$ cat src/rtl/fp32_pkg.sv
// FP32 field constants and extract helpers shared by the multiplier and adder pipelines.
package fp32_pkg;

    localparam int FP_EXP_W  = 8;
    localparam int FP_FRAC_W = 23;
    localparam int FP_BIAS   = 127;
    localparam logic [FP_EXP_W-1:0] FP_EXP_MAX = 8'hFF;

    localparam int FP_SIG_W  = FP_FRAC_W + 1;
    localparam int FP_PROD_W = 2 * FP_SIG_W;
    // Wide enough that tiny exponent sums go negative instead of wrapping.
    localparam int FP_E_W    = 10;

    typedef struct packed {
        logic                     s;
        logic signed [FP_E_W-1:0] e;
        logic                     is_zero;
        logic                     is_inf;
    } fp_mul_ctl_t;

    function automatic logic fp_sign(input logic [31:0] x);
        return x[31];
    endfunction

    function automatic logic [FP_EXP_W-1:0] fp_exp(input logic [31:0] x);
        return x[30:FP_FRAC_W];
    endfunction

    function automatic logic [FP_SIG_W-1:0] fp_sig(input logic [31:0] x);
        return {1'b1, x[FP_FRAC_W-1:0]};
    endfunction

endpackage

$ cat src/rtl/fp_mul_round.sv
// Normalize / round / exception-pack back end of the FP32 multiplier (two registered stages).
module fp_mul_round
    import fp32_pkg::*;
#(
    parameter bit ROUND_EN = 1'b1
) (
    input  logic                 clock,
    input  logic                 resetn,
    input  logic                 valid_i,
    input  fp_mul_ctl_t          ctl_i,
    input  logic [FP_PROD_W-1:0] prod_i,
    output logic                 valid_o,
    output logic [31:0]          result_o,
    output logic                 ovf_o,
    output logic                 unf_o,
    output logic                 zero_o
);

    logic                  s3_valid_q;
    fp_mul_ctl_t           s3_ctl_q, s3_ctl_d;
    logic [FP_SIG_W-1:0]   s3_m_q, s3_m_d;
    logic                  s3_r_q, s3_r_d;

    logic                  out_valid_q;
    logic [31:0]           result_q, result_d;
    logic                  ovf_q, ovf_d;
    logic                  unf_q, unf_d;
    logic                  zero_q, zero_d;

    logic [FP_SIG_W:0]        m_rnd;
    logic [FP_FRAC_W-1:0]     frac;
    logic signed [FP_E_W-1:0] e_fin;

    always_comb begin
        s3_ctl_d = ctl_i;
        s3_m_d   = prod_i[FP_PROD_W-2:FP_SIG_W-1];
        s3_r_d   = prod_i[FP_SIG_W-2];
        if (prod_i[FP_PROD_W-1]) begin
            s3_m_d     = prod_i[FP_PROD_W-1:FP_SIG_W];
            s3_r_d     = prod_i[FP_SIG_W-1];
            s3_ctl_d.e = ctl_i.e + 10'sd1;
        end
    end

    always_comb begin
        m_rnd    = {1'b0, s3_m_q} + (FP_SIG_W+1)'(ROUND_EN & s3_r_q);
        frac     = m_rnd[FP_FRAC_W-1:0];
        e_fin    = s3_ctl_q.e;
        // Rounding all-ones up carries into a new leading bit: 1.111.. -> 10.000..
        if (m_rnd[FP_SIG_W]) begin
            frac  = '0;
            e_fin = s3_ctl_q.e + 10'sd1;
        end

        result_d = {s3_ctl_q.s, e_fin[FP_EXP_W-1:0], frac};
        ovf_d    = 1'b0;
        unf_d    = 1'b0;
        zero_d   = 1'b0;
        if (s3_ctl_q.is_zero) begin
            result_d = {s3_ctl_q.s, 31'h0};
            zero_d   = 1'b1;
        end else if (s3_ctl_q.is_inf || e_fin >= 10'sd255) begin
            result_d = {s3_ctl_q.s, FP_EXP_MAX, {FP_FRAC_W{1'b0}}};
            ovf_d    = 1'b1;
        end else if (e_fin <= 10'sd0) begin
            result_d = {s3_ctl_q.s, 31'h0};
            unf_d    = 1'b1;
        end
    end

    always_ff @(posedge clock or negedge resetn) begin
        if (!resetn) begin
            s3_valid_q  <= 1'b0;
            s3_ctl_q    <= '0;
            s3_m_q      <= '0;
            s3_r_q      <= 1'b0;
            out_valid_q <= 1'b0;
            result_q    <= '0;
            ovf_q       <= 1'b0;
            unf_q       <= 1'b0;
            zero_q      <= 1'b0;
        end else begin
            s3_valid_q  <= valid_i;
            s3_ctl_q    <= s3_ctl_d;
            s3_m_q      <= s3_m_d;
            s3_r_q      <= s3_r_d;
            out_valid_q <= s3_valid_q;
            result_q    <= result_d;
            ovf_q       <= ovf_d;
            unf_q       <= unf_d;
            zero_q      <= zero_d;
        end
    end

    assign valid_o  = out_valid_q;
    assign result_o = result_q;
    assign ovf_o    = ovf_q;
    assign unf_o    = unf_q;
    assign zero_o   = zero_q;

endmodule

$ cat src/rtl/float_multiplier.sv
// Four-stage FP32 multiplier: unpack, 24x24 multiply, then normalize/round/pack in fp_mul_round.
module float_multiplier
    import fp32_pkg::*;
#(
    parameter int EXP_BIAS = FP_BIAS,
    parameter bit ROUND_EN = 1'b1
) (
    input  logic        clock,
    input  logic        resetn,
    input  logic        in_valid,
    input  logic [31:0] A,
    input  logic [31:0] B,
    output logic        out_valid,
    output logic [31:0] result,
    output logic        ovf,
    output logic        unf,
    output logic        zero
);

    localparam logic [FP_E_W-1:0] BIAS_E = FP_E_W'(EXP_BIAS);

    logic                 s1_valid_q;
    fp_mul_ctl_t          s1_ctl_q, s1_ctl_d;
    logic [FP_SIG_W-1:0]  s1_sig_a_q, s1_sig_b_q;

    logic                 s2_valid_q;
    fp_mul_ctl_t          s2_ctl_q;
    logic [FP_PROD_W-1:0] s2_prod_q;

    logic [FP_EXP_W-1:0]  exp_a, exp_b;

    assign exp_a = fp_exp(A);
    assign exp_b = fp_exp(B);

    always_comb begin
        s1_ctl_d.s       = fp_sign(A) ^ fp_sign(B);
        s1_ctl_d.e       = {2'b00, exp_a} + {2'b00, exp_b} - BIAS_E;
        s1_ctl_d.is_zero = (exp_a == '0) || (exp_b == '0);
        s1_ctl_d.is_inf  = (exp_a == FP_EXP_MAX) || (exp_b == FP_EXP_MAX);
    end

    // Data registers load every cycle; only the valid bits are meaningful qualifiers.
    always_ff @(posedge clock or negedge resetn) begin
        if (!resetn) begin
            s1_valid_q <= 1'b0;
            s1_ctl_q   <= '0;
            s1_sig_a_q <= '0;
            s1_sig_b_q <= '0;
            s2_valid_q <= 1'b0;
            s2_ctl_q   <= '0;
            s2_prod_q  <= '0;
        end else begin
            s1_valid_q <= in_valid;
            s1_ctl_q   <= s1_ctl_d;
            s1_sig_a_q <= fp_sig(A);
            s1_sig_b_q <= fp_sig(B);
            s2_valid_q <= s1_valid_q;
            s2_ctl_q   <= s1_ctl_q;
            s2_prod_q  <= {{FP_SIG_W{1'b0}}, s1_sig_a_q} * {{FP_SIG_W{1'b0}}, s1_sig_b_q};
        end
    end

    fp_mul_round #(
        .ROUND_EN (ROUND_EN)
    ) u_round (
        .clock    (clock),
        .resetn   (resetn),
        .valid_i  (s2_valid_q),
        .ctl_i    (s2_ctl_q),
        .prod_i   (s2_prod_q),
        .valid_o  (out_valid),
        .result_o (result),
        .ovf_o    (ovf),
        .unf_o    (unf),
        .zero_o   (zero)
    );

endmodule

$ cat config.mk
export PLATFORM = sky130hd
export DESIGN_NAME = float_multiplier
export DESIGN_NICKNAME = d
export VERILOG_FILES = /design/src/rtl/fp32_pkg.sv /design/src/rtl/fp_mul_round.sv /design/src/rtl/float_multiplier.sv
export SDC_FILE = /design/constraint.sdc
export NUM_CORES = 2
export LEC_CHECK = 0
export ABC_AREA = 1
export BUFFER_PORTS_ARGS = -buffer_cell sky130_fd_sc_hd__buf_2
export CAP_MARGIN = 20
export CORE_AREA = 2 2 198 346
export DETAILED_ROUTE_END_ITERATION = 6
export DIE_AREA = 0 0 200 348
export MAX_ROUTING_LAYER = met4
export PLACE_DENSITY = 0.58
export SLEW_MARGIN = 20
export SYNTH_ARGS = -nofsm -noshare
export SYNTH_HDL_FRONTEND = slang
export SYNTH_SLANG_ARGS = --single-unit
$ cat constraint.sdc
create_clock -name clock -period 5.3 [get_ports clock]
set_input_delay 1.06 -clock clock [delete_from_list [all_inputs] [get_ports clock]]
set_output_delay 1.06 -clock clock [all_outputs]
set_load 0.005 [all_outputs]
# After elaboration in Yosys (flattened, before gate mapping)
# Index checks and enable logic that the tools add are counted.
dict set report totals {
  regBits 199
  in_bits 67
}
dict set report classes {
  eq_ne 2
  n_bitwise 1
  mux 14
  n_reduce_logical 5
  addsub 5
  mul 1
  magnitude_cmp 2
}
# cell n
set op_table {}
lappend op_table {{31-bit two-way mux} 3}
lappend op_table {{24-bit by 24-bit multiplier with 48-bit output} 1}
lappend op_table {{24-bit by 1-bit adder with 25-bit output} 1}
lappend op_table {{24-bit two-way mux} 1}
lappend op_table {{23-bit two-way mux} 1}
lappend op_table {{10-bit by 2-bit adder with 10-bit output, second input constant} 2}
lappend op_table {{10-bit two-way mux} 2}
lappend op_table {{8-bit equality test, second input constant} 2}
lappend op_table {{8-bit logical NOT} 2}
lappend op_table {{10-bit by 9-bit >= comparator with 1-bit output, second input constant} 1}
lappend op_table {{10-bit by 1-bit <= comparator with 1-bit output, second input constant} 1}
lappend op_table {{9-bit by 7-bit subtractor with 10-bit output, second input constant} 1}
lappend op_table {{8-bit by 8-bit adder with 9-bit output} 1}
lappend op_table {{1-bit two-way mux} 7}
lappend op_table {{1-bit logical OR} 3}
lappend op_table {{1-bit XOR} 1}

# Logic depth before layout (Yosys ltp)
dict set report depth {
  word_depth 6
  depth_mapped 28
  depth_no_buf 27
}

# Hierarchy
# A second synthesis with hierarchy kept.
dict set report unflattened {
  hier_cells 3502
  area_unflattened_um2 27915.5
}
# mod seq_area_each_um2 n_inst area_each_um2 cells_per_inst
set by_module_without_submodules {}
lappend by_module_without_submodules {float_multiplier 3078.0 1 24045.6 3042}
lappend by_module_without_submodules {fp_mul_round 1876.8 1 3870.0 460}

# Worst setup path before layout
# Ideal clock, no wire load.
dict set report synth_path {
  kind {flip-flop to flip-flop}
  startpoint {register s1_sig_b_q[3]}
  endpoint {register s2_prod_q[35]}
  arrival_ns 5.760
  synth_period_minus_slack_ns 5.877
  path_stages_with_launch 27
  setup_ns 0.117
  setup_slack_ns -0.577
  t_required_ns 5.183
  n_path_buf 1
  cell_sequence {dfrtp_1 clkbuf_1 nand2_1 fa_1 inv_1 fa_1 inv_1 fa_1 inv_1 fa_1 inv_1 fa_1 inv_1 fa_1 inv_1 fa_1 inv_1 ha_1 nand2_1 nor2_1 inv_1 o21a_1 o21ai_0 a21o_1 nand3_1 nand3_1 nand2_1}
}
dict set report synth_via {
  elab_chain_len 1
}
# element line_no
set synth_rtl {}
lappend synth_rtl {{from (decl)} float_multiplier.sv:24} ;# logic [FP_SIG_W-1:0] s1_sig_a_q, s1_sig_b_q;
lappend synth_rtl {{from (signal assigned)} float_multiplier.sv:56} ;# s1_sig_b_q <= fp_sig(B);
lappend synth_rtl {{24-bit by 24-bit multiplier with 48-bit output} float_multiplier.sv:59} ;# s2_prod_q <= {{FP_SIG_W{1'b0}}, s1_sig_a_q} * {{FP_SIG_W{1'b0}}, s1_sig_b_q};
lappend synth_rtl {{to (signal assigned)} float_multiplier.sv:59}
lappend synth_rtl {{to (decl)} float_multiplier.sv:28} ;# logic [FP_PROD_W-1:0] s2_prod_q;
# No other way between the ends.

# Worst setup path after layout
dict set report layout_path {
  startpoint {register s1_sig_a_q[10]}
  endpoint {register s2_prod_q[34]}
}
dict set report layout_via {
  elab_chain_len 1
}
# element line_no
set layout_rtl {}
lappend layout_rtl {{from (decl)} float_multiplier.sv:24}
lappend layout_rtl {{from (signal assigned)} float_multiplier.sv:55} ;# s1_sig_a_q <= fp_sig(A);
lappend layout_rtl {{24-bit by 24-bit multiplier with 48-bit output} float_multiplier.sv:59}
# No other way between the ends.

==> summary.txt <==
Status
  • Outcome: complete, but fails checks
  • Violated checks: negative setup slack

Floorplanning
  • Chip height: 348 µm
  • Area of the core: 0.0670 mm²
  • Die X: 200 µm
  • Die Area: 0.0696 mm²
  • Top-level I/O count: 103
  • Std cell rows: 126
  • Initial cell density of the core: 39.4%

Placement
  • GP Congestion: 0.933
  • Pre-CTS WS: -0.897 ns
  • DP HPWL: 61500 µm
  • Port Buf Inserts: 102

Setup path
  • Worst path buffer plus inverter count: 9
  • Startpoint types: flop
  • Critical Path Max Stage Delay: 0.52 ns
  • Worst setup EP type: flop
  • Crit Path Max Fanout: 6
  • Cell mode on critical path: fa_1
  • Worst path slowest cell: fa_1
  • CP Class: flop to flop
  • Data arrival, critical path: 6.51 ns
  • CP required: 5.68 ns
  • Worst R2R Setup Slack: -0.83 ns
  • CP cell instances: buf_12, buf_12, buf_4, nand2_1, inv_1, fa_1, inv_2, fa_1, fa_1, inv_1, fa_1, fa_1, fa_1, inv_1, fa_1, inv_2, ha_4, a21oi_4, o21a_1, o21a_1, a21boi_1, nand2_1, xor2_1, buf_4
  • Top Family by Delay on Critical Path: adder cells

Global route
  • GRT Overall Usage: 23.5%
  • Largest net degree at the start of global routing: 79
  • First-pass GRT wire length: 120000 µm
  • GRT overflow: 0
  • Vias in the first global route: 23100
  • Initial antenna violation count: 0

STA
  • Worst-margin pin slew: 0.955 ns
  • Clk_skew: 0.0373 ns
  • Final WS setup: -0.830 ns
  • Max_slew headroom: 36.3%
  • Max Fclk: 0.163 GHz
  • Setup Viol. Count Final: 26
  • Final period util: 116%
  • Slew Limit Fails: 0
  • Final hold violations: 0
  • Unrepaired setup endpoints after global routing: true
  • Crit path time final: 6.13 ns

Synthesis
  • Register area share after synthesis: 16.7%
  • #FFs+latches synth: 176
  • Mapped Nets: 3970
  • Ys async rst share: 100%
  • Top-area cell type share of the netlist area: 36.5%
  • Main synth FF type: dfrtp_1
  • Synth area leaders: fa_1 37%, dfrtp_1 17%, inv_1 13%, nand2_1 13%, ha_1 8.9%
  • Synthesized area per cell: 8.18 µm²
  • Number of flops mapped to enable cells by yosys: 0
  • Synth Warn #: 0
  • Cells after synthesis: 3232
  • Distinct cell type count after synthesis: 45
  • Area leader, netlist: fa_1
  • Syn Std Cell Area: 0.0264 mm²

Clocking
  • Clock tree sinks: 176
  • Later-pin clock latency in the skew report: 0.52 ns
  • CTS H-tree lvls: 4
  • Hold Buf Count CTS: 0
  • Buffer depth of the longest clock path: 2
  • Clk root buf: clkbuf_16
  • Clk pin slew, worst setup/hold paths: 0.08 ns
  • Clock buffer count from CTS: 17
  • CTS tree: yes

Min path
  • Hold WC Path Type: flop to flop

Layout
  • Share of layout cells above drive strength 1: 20.8%
  • Most frequent cells in the layout: 883 x inv_1, 834 x nand2_1, 456 x fa_1
  • Final net count: 4282
  • Most common cell after layout, fill and taps aside: inv_1
  • Area growth syn-to-layout: 22.7%
  • Ant diodes: 0
  • End-of-flow core utilization: 48.4%

Route
  • Vias/cell: 4.72
  • Routed WL per cell: 16.7 µm
  • Pre-Repair DR Iteration Count: 7
  • Post-route DRC: 0
  • First DRT Iteration DRCs: 888
  • Routed WL: 74500 µm
  • Routed Antenna Nets: 0
  • Routed via count: 21000

Flow run
  • Max-capacitance violation count: 0
## flip-flops by register name, indices dropped and copies added, names as in the netlist
register and flops:
u_round.s3_r_q 1, u_round.valid_o 1, s1_valid_q 1, u_round.zero_o 1, u_round.s3_ctl_q 13, s1_sig_a_q 24
s1_sig_b_q 23, u_round.result_o 32, u_round.s3_m_q 24, u_round.s3_valid_q 1, u_round.ovf_o 1, s2_ctl_q 13
s2_valid_q 1, s2_prod_q 26, s1_ctl_q 13, u_round.unf_o 1
## cells by family after synthesis
logic type | count (synthesis) | synth area share [%]
flops | 176 | 16.7
compound gates | 145 | 3.22
fa+ha+maj | 671 | 45.5
simple gates | 1143 | 18.0
buf+inv | 1046 | 15.0
other cells | 1 | 0.0142
xor+xnor | 50 | 1.66
## cell usage after synthesis, types with 24 or more instances
library cell	number
inv_1	937
xor2_1	40
o21ai_0	42
clkbuf_1	99
nor2_1	112
ha_1	189
fa_1	482
nand3_1	58
nand2_1	883
dfrtp_1	176
a21oi_1	51
nor2_4	24
## per-stage QoR
stage	hold slack, ns	instances	cell area, µm²	setup TNS [ns]
CTS	0.353	4423	31500	-19.71
detailed placement	0.336	4377	30300	-20.06
floorplan	0.331	3232	27100	-4.86
global route	0.358	4453	32400	-23.59
finish	0.351	4453	32400	-18.41
global placement	0.332	4377	30300	-19.99
## per-layer routing
| metal | GRT usage [%] | share of wire [%] |
|---|---|---|
| met1 | 23.4 | 35 |
| met3 | 2.57 | 3.0 |
| met4 | 13.4 | 6.3 |
| met2 | 43.6 | 56 |
| met5 | - | 0 |
## timing repair
| item | 4_1_cts | 5_1_grt |
|---|---|---|
| endpoints found under the setup margin | 26 | 26 |
| pin swaps | 50 | 103 |
| setup buffers | 15 | 30 |
| resized for setup | 101 | 209 |
| cloned | 0 | 3 |
| endpoints found under the hold margin | 0 | 0 |
## cell type report
class | count | area, µm²
fillers | 6509 | 34600
clock inverters | 14 | 194
repair buffers | 398 | 3500
multi-input cells | 2010 | 19200
clock buffers | 18 | 429
well taps | 896 | 1120
inverters | 941 | 3540
flip-flops and latches | 176 | 4420
## path summary, 6_finish.rpt
check / to / from / depth (start not counted)
worst max-delay path: s2_prod_q[34]$_DFF_PN0_ / s1_sig_a_q[10]$_DFF_PN0_ / 24
worst min-delay path: s2_ctl_q[5]$_DFF_PN0_ / s1_ctl_q[5]$_DFF_PN0_ / 0
worst max register to register: s2_prod_q[34]$_DFF_PN0_ / s1_sig_a_q[10]$_DFF_PN0_ / 24
worst min register to register: s2_ctl_q[5]$_DFF_PN0_ / s1_ctl_q[5]$_DFF_PN0_ / 0
max in group asynchronous: u_round.result_o[14]$_DFF_PN0_ / resetn / 2
min in group asynchronous: s1_sig_b_q[4]$_DFF_PN0_ / resetn / 1
Power is left out: the tool's default activity adds up to more than one toggle a clock period on the data nets, which glitch-free logic cannot reach.
